--- src/rtl/ram_shim.sv ---
// Streams raster samples into a memory ring buffer, one bus write per commit, four-phase handshake.
// Latency: mem_we one cycle after commit, finished one cycle after mem_ack.
// Backpressure: stalls in WAIT_SPACE while the ring is full (sticky overflow), holds the request until mem_ack.
module ram_shim #(
    parameter int DAT_WID  = 24,
    parameter int BUS_WID  = 32,
    parameter int ADDR_WID = 32,
    parameter int PTR_WID  = 16
) (
    input  logic                clk,
    input  logic                rst_L,
    input  logic [DAT_WID-1:0]  data,
    input  logic                commit,
    output logic                finished,
    input  logic [ADDR_WID-1:0] base_addr_in,
    input  logic [PTR_WID-1:0]  buf_words_in,
    input  logic                clear,
    input  logic [PTR_WID-1:0]  rd_ptr,
    output logic [PTR_WID-1:0]  wr_ptr,
    output logic                full,
    output logic                overflow,
    output logic [ADDR_WID-1:0] mem_addr,
    output logic [BUS_WID-1:0]  mem_wdata,
    output logic                mem_we,
    input  logic                mem_ack
);

    localparam int BYTES = BUS_WID / 8;

    typedef enum logic [1:0] {IDLE, WAIT_SPACE, WRITE, HANDSHAKE} state_t;

    state_t              state;
    logic [ADDR_WID-1:0] base_q;
    logic [PTR_WID-1:0]  buf_words_q;
    logic                clr_pend;
    logic [PTR_WID-1:0]  wr_ptr_inc;
    logic [ADDR_WID-1:0] slot_addr;
    logic [BUS_WID-1:0]  data_sx;

    assign wr_ptr_inc = (wr_ptr == buf_words_q - PTR_WID'(1)) ? '0 : wr_ptr + PTR_WID'(1);
    assign full       = (wr_ptr_inc == rd_ptr);
    assign slot_addr  = base_q + ADDR_WID'(wr_ptr) * ADDR_WID'(BYTES);
    assign data_sx    = BUS_WID'($signed(data));

    always_ff @(posedge clk or negedge rst_L) begin
        if (!rst_L) begin
            state       <= IDLE;
            wr_ptr      <= '0;
            finished    <= 1'b0;
            mem_we      <= 1'b0;
            mem_addr    <= '0;
            mem_wdata   <= '0;
            overflow    <= 1'b0;
            clr_pend    <= 1'b0;
            base_q      <= '0;
            buf_words_q <= '0;
        end else begin
            // A clear seen mid-transaction is parked until the ring is idle again.
            if (clear && state != IDLE)
                clr_pend <= 1'b1;
            case (state)
                IDLE: begin
                    if (clear) begin
                        wr_ptr      <= '0;
                        overflow    <= 1'b0;
                        base_q      <= base_addr_in;
                        buf_words_q <= buf_words_in;
                        clr_pend    <= 1'b0;
                    end else if (commit) begin
                        mem_wdata <= data_sx;
                        if (full) begin
                            state    <= WAIT_SPACE;
                            overflow <= 1'b1;
                        end else begin
                            state    <= WRITE;
                            mem_we   <= 1'b1;
                            mem_addr <= slot_addr;
                        end
                    end
                end
                WAIT_SPACE: begin
                    if (!full) begin
                        state    <= WRITE;
                        mem_we   <= 1'b1;
                        mem_addr <= slot_addr;
                    end
                end
                WRITE: begin
                    if (mem_ack) begin
                        state    <= HANDSHAKE;
                        mem_we   <= 1'b0;
                        wr_ptr   <= wr_ptr_inc;
                        finished <= 1'b1;
                    end
                end
                HANDSHAKE: begin
                    if (!commit) begin
                        state    <= IDLE;
                        finished <= 1'b0;
                        if (clear || clr_pend) begin
                            wr_ptr      <= '0;
                            overflow    <= 1'b0;
                            base_q      <= base_addr_in;
                            buf_words_q <= buf_words_in;
                            clr_pend    <= 1'b0;
                        end
                    end
                end
                default: state <= IDLE;
            endcase
        end
    end

endmodule

--- config.mk ---
export PLATFORM = sky130hd
export DESIGN_NAME = ram_shim
export DESIGN_NICKNAME = d
export VERILOG_FILES = /design/src/rtl/ram_shim.sv
export SDC_FILE = /design/constraint.sdc
export NUM_CORES = 1
export LEC_CHECK = 0
export CORE_UTILIZATION = 55
export DETAILED_ROUTE_END_ITERATION = 16
export PLACE_DENSITY = 0.87
export SLEW_MARGIN = 5
export SYNTH_ARGS = -nofsm -noshare
export SYNTH_HDL_FRONTEND = slang
export SYNTH_SLANG_ARGS = --single-unit
--- constraint.sdc ---
create_clock -name clk -period 8.8 [get_ports clk]
set_input_delay 2.2 -clock clk [delete_from_list [all_inputs] [get_ports clk]]
set_output_delay 2.2 -clock clk [all_outputs]
set_load 0.03 [all_outputs]
# Yosys cells after proc, flatten, opt, wreduce, memory -nomap -nowiden
# Index checks and enable logic that the tools add are counted.
dict set report word_totals {
  out_inout_bits 84
  regBits 126
  inputBits 93
  word_cells 89
}
dict set report classes {
  n_reduce_logical 17
  mux 44
  eq_ne 14
  bitwise_logic 1
  addsub 3
}
# op n
set op_table {}
lappend op_table {{$mux 32} 6}
lappend op_table {{$mux 16} 8}
lappend op_table {{$pmux 32 s2} 2}
lappend op_table {{$pmux 16 s3} 1}
lappend op_table {{$add 32x18->32} 1}
lappend op_table {{$eq 16x16->1} 2}
lappend op_table {{$pmux 16 s2} 1}
lappend op_table {{$add 16x1->16 const B} 1}
lappend op_table {{$sub 16x1->16 const B} 1}
lappend op_table {{$mux 1} 15}
lappend op_table {{$reduce_and 5->1} 3}
lappend op_table {{$ne 2x2->1 const B} 7}
lappend op_table {{$mux 2} 6}
lappend op_table {{$reduce_and 3->1} 3}
lappend op_table {{$pmux 2 s4} 1}
lappend op_table {{$reduce_and 4->1} 2}
lappend op_table {{$reduce_bool 2->1} 4}
lappend op_table {{$ne 3x3->1 const B} 2}
lappend op_table {{$pmux 1 s2} 3}
lappend op_table {{$reduce_bool 3->1} 2}
lappend op_table {{$eq 2x2->1 const B} 2}
lappend op_table {{$pmux 1 s3} 1}
lappend op_table {{$eq 2x1->1 const B} 1}
lappend op_table {{$logic_not 2->1} 1}
lappend op_table {{other kinds (3)} 3}

# Depth between registers and ports, before layout
dict set report logic_depth {
  ltp_word 8
  ltp_mapped 14
  depth_no_buf 13
}

# Worst setup path after synthesis
# Ideal clock, no wire load.
dict set report synth_path {
  kind {flip-flop to output port}
  start {register buf_words_q[0]}
  end {output port full}
  slack_ns 3.163
  stages_incl_launch_ff 13
  arrival_time_ns 3.437
  n_path_buf 1
  required_time_ns 6.600
  path_cell_list {dfrtp_1 inv_1 ha_1 nor2b_1 nand4_1 or4_1 a211oi_2 nand3_1 or4b_1 buf_2 a211o_1 a2111oi_0 and3_1}
}
dict set report synth_via {
  elab_chain_cells 4
}
# item line
set synth_rtl {}
lappend synth_rtl {{start, declared} 34} ;# logic [PTR_WID-1:0] buf_words_q;
lappend synth_rtl {{start signal, assigned} 67} ;# buf_words_q <= buf_words_in;
lappend synth_rtl {{start signal, assigned} 104} ;# buf_words_q <= buf_words_in;
lappend synth_rtl {{$sub 16x1->16} 40} ;# assign wr_ptr_inc = (wr_ptr == buf_words_q - PTR_WID'(1)) ? '0 : wr_ptr + PTR_WID'(1);
lappend synth_rtl {{$eq 16x16->1} 40}
lappend synth_rtl {{$mux 16} 40}
lappend synth_rtl {{$eq 16x16->1} 41} ;# assign full = (wr_ptr_inc == rd_ptr);
lappend synth_rtl {{end, declared} 20} ;# output logic full,
# Every way passes these cells.

# Worst setup path in the final report
# Same ends and word-level chain as after synthesis.

==> impl_metrics.tcl <==
set metrics [dict create \
    drt_pass1_iterations 7 \
    syn-cell-area_mm2 0.00743 \
    clock.fmax_mhz 141 \
    fillers 895 \
    rsz0062_at_grt "false" \
    ioPinCount 177 \
    switching_share_pct 39.4 \
    yosysTopAreaCell "dfrtp_1" \
    ys_ff_latch 126 \
    hold_path_class "reg -> reg" \
    cts_tree "yes" \
    p_int_mw 2.12 \
    vias_per_cell 5.83 \
    slew-limit-headroom_pct 26.5 \
    ir_worst_vdd_mv 0.253 \
    syn_to_final_growth_pct 32.5 \
    synth_top_area_share_pct 42.4 \
    power_density_mw_per_mm2 356 \
    io_buffer_count 176 \
    dp_cells 1011 \
    setup_viol 0 \
    synth.most_common_cell "dfrtp_1" \
    cp_max_fo 10 \
    post-route-min-period_ns 7.12 \
    ff_latch_area_mm2 0.00315 \
    place_hpwl_um 13800 \
    drc 0 \
    outcome "finished, final reports clean" \
    instances_no_fill 1043 \
    cts_resized 0 \
    hold_viol 0 \
    synth-main-ff-cell "dfrtp_1" \
    crit_path_start_kind "flop" \
    overflow 0 \
    crit_required_ns 6.60 \
    antenna_found_initial 0 \
    worstPathArrival_ns 4.92 \
    synth_cell_type_count 67 \
    async_flop_share_pct 100 \
    postCtsSetupRepairBufs 0 \
    antenna_cells 0 \
    critPathBufInv 1 \
    grt_use_total_pct 29.1 \
    grt_pass1_vias 6280 \
    critical_path.top_delay_family "simple AND/OR/NAND/NOR gates" \
    ys_seq_area_share_pct 42.4 \
    clkTransAtPathRegs_ns 0.06 \
    rows 42 \
    setup_tns_ns 0 \
    cts_root_buf "clkbuf_16" \
    layout.nets 971 \
    maxSlewViolCount 0 \
    final_antenna_net_count 0 \
    synth.top_cells.by_count "dfrtp_1, mux2_2, nand2_1" \
    wl_per_cell_um 18.8 \
    drv_cap 0 \
    timing.hold.ws_ns 0.501 \
    cts_buffers 17 \
    max_stage_delay_ns 0.77 \
    cts.sinks 126 \
    gp_congestion 0.842 \
    p_comb_share_pct 48.7 \
    die_w_um 118 \
    clock-skew-final_ns 0.00803 \
    clock_path_buffers 2 \
    htree_levels 4 \
    vias 6083 \
    synth_edf_count 0 \
    wirelength_um 19600 \
    clock_latency_ns 0.41 \
    synth_warnings 0 \
    avgSynthCellArea_um2 10.8 \
    netlist_instances 690 \
    clkPwrFrac_pct 20.3 \
    p_sw_mw 1.38 \
    die_area_mm2 0.0140 \
    initialDrtViolationCount 424 \
    syn-num-nets 807 \
    cpMaxStageDelayCell "or4b_1" \
    place_ws_ns 2.06 \
    crit_chain "or4_4 -> o21ai_0 -> a21oi_1 -> o31ai_1 -> nand3_1 -> or4b_1 -> a211o_1 -> a2111oi_0 -> and3_1 -> clkdlybuf4s50_1" \
    setup_slack_ns 1.68 \
    grt_max_degree 65 \
    worst_pin_slew_ns 1.10 \
    grt_pass1_wl_um 31600 \
    post-route-period-util_pct 80.9 \
    multi_input_area_mm2 0.00400 \
    critPathKind "reg -> out" \
    die_h_um 118 \
    pwr-share-seq_pct 31.0 \
    hold_buffers 0 \
    initial_core_util_pct 56.4 \
    p_leak_nw 4.17 \
    cp-end-kind "output port" \
    drive_gt1_share_pct 16.7 \
    synthTopCellsByArea "dfrtp_1, mux2_2, mux2_4, xnor2_1, ha_1" \
    coreArea_mm2 0.0132 \
]
metal layers:
metal / global-route usage [%] / vias up / part of all wire [%]
met1: 35.8 / 2973 / 41
met4: 11.5 / 0 / 1.9
met5: 0 / - / 0
met2: 49.2 / 274 / 50
li1: - / 2797 / -
met3: 7.14 / 39 / 7.1
through the flow:
| stage | utilization [%] | total power [mW] | instance area [µm²] |
|---|---|---|---|
| CTS | 74.7 | 3.52 | 9850 |
| global placement | 70.1 | 2.71 | 9250 |
| global route | 74.7 | 3.70 | 9850 |
| detailed placement | 70.1 | 2.78 | 9250 |
| floorplan | - | 2.23 | 7430 |
| finish | 74.7 | 3.51 | 9850 |
worst register-to-register path: cells and delay by family, from the launching register on:
family,cells,cell delay [ns]
compound gates,6,2.14
mux,1,0.40
simple gates,3,1.47
buf+inv,1,0.36
flops,1,0.44
registers in the layout, indices dropped and copies added (netlist names):
| name | count |
|---|---|
| mem_addr | 32 |
| mem_wdata | 24 |
| clr_pend | 1 |
| wr_ptr | 16 |
| base_q | 32 |
| buf_words_q | 16 |
| state | 2 |
| mem_we | 1 |
| overflow | 1 |
| finished | 1 |
worst paths after layout:
| path | startpoint | depth (start not counted) | end | slack (ns) |
|---|---|---|---|---|
| min in group asynchronous | rst_L | 1 | mem_addr[9] | 1.88 |
| max in group asynchronous | rst_L | 2 | buf_words_q[11] | 5.62 |
| hold / removal | mem_wdata[17] | 1 | mem_wdata[17] | 0.50 |
| setup reg to reg | buf_words_q[0] | 11 | mem_addr[13] | 3.88 |
| hold reg to reg | mem_wdata[17] | 1 | mem_wdata[17] | 0.50 |
| setup / recovery | buf_words_q[0] | 10 | full | 1.68 |
cells by family (layout without fill, tap and decap cells):
group,after synthesis,in the layout,synth area share (%)
buf+inv,60,237,3.99
mux,100,100,16.4
xor+xnor,68,68,8.20
compound gates,120,120,11.0
fa+ha+maj,24,24,4.14
flops,126,126,42.4
simple gates,192,192,13.9
final cells by class:
type | instances | area share (%)
Inverter | 25 | 0.953
Multi-Input combinational cell | 504 | 40.6
Timing Repair Buffer | 180 | 18.2
Clock buffer | 18 | 4.36
Sequential cell | 126 | 32.0
Clock inverter | 14 | 1.71
Tap cell | 176 | 2.24
cell usage in the layout, fill, tap and decap left out, drive strengths merged, types with 6 or more instances in the layout:
master / n
a21oi: 19
nor4: 7
dfrtp: 126
o21ai: 39
clkbuf: 18
clkinv: 6
nand2: 52
xnor2: 37
nand3: 13
mux2: 95
nand4: 9
ha: 23
nand2b: 14
clkdlybuf4s50: 175
nand3b: 8
o22ai: 8
xor2: 30
and3: 14
nor3: 9
inv: 26
a22oi: 7
nor2: 36
power groups by stage:
| stage | logic [mW] | registers [mW] | clock network, mW |
|---|---|---|---|
| after floorplan | 0.945 | 1.29 | 0 |
| after global placement | 1.65 | 1.06 | 0 |
| after detailed placement | 1.69 | 1.09 | 0 |
| after CTS | 1.71 | 1.09 | 0.718 |
| after global routing | 1.83 | 1.12 | 0.744 |
| final | 1.71 | 1.09 | 0.711 |
(Power assumes the default switching activity.)
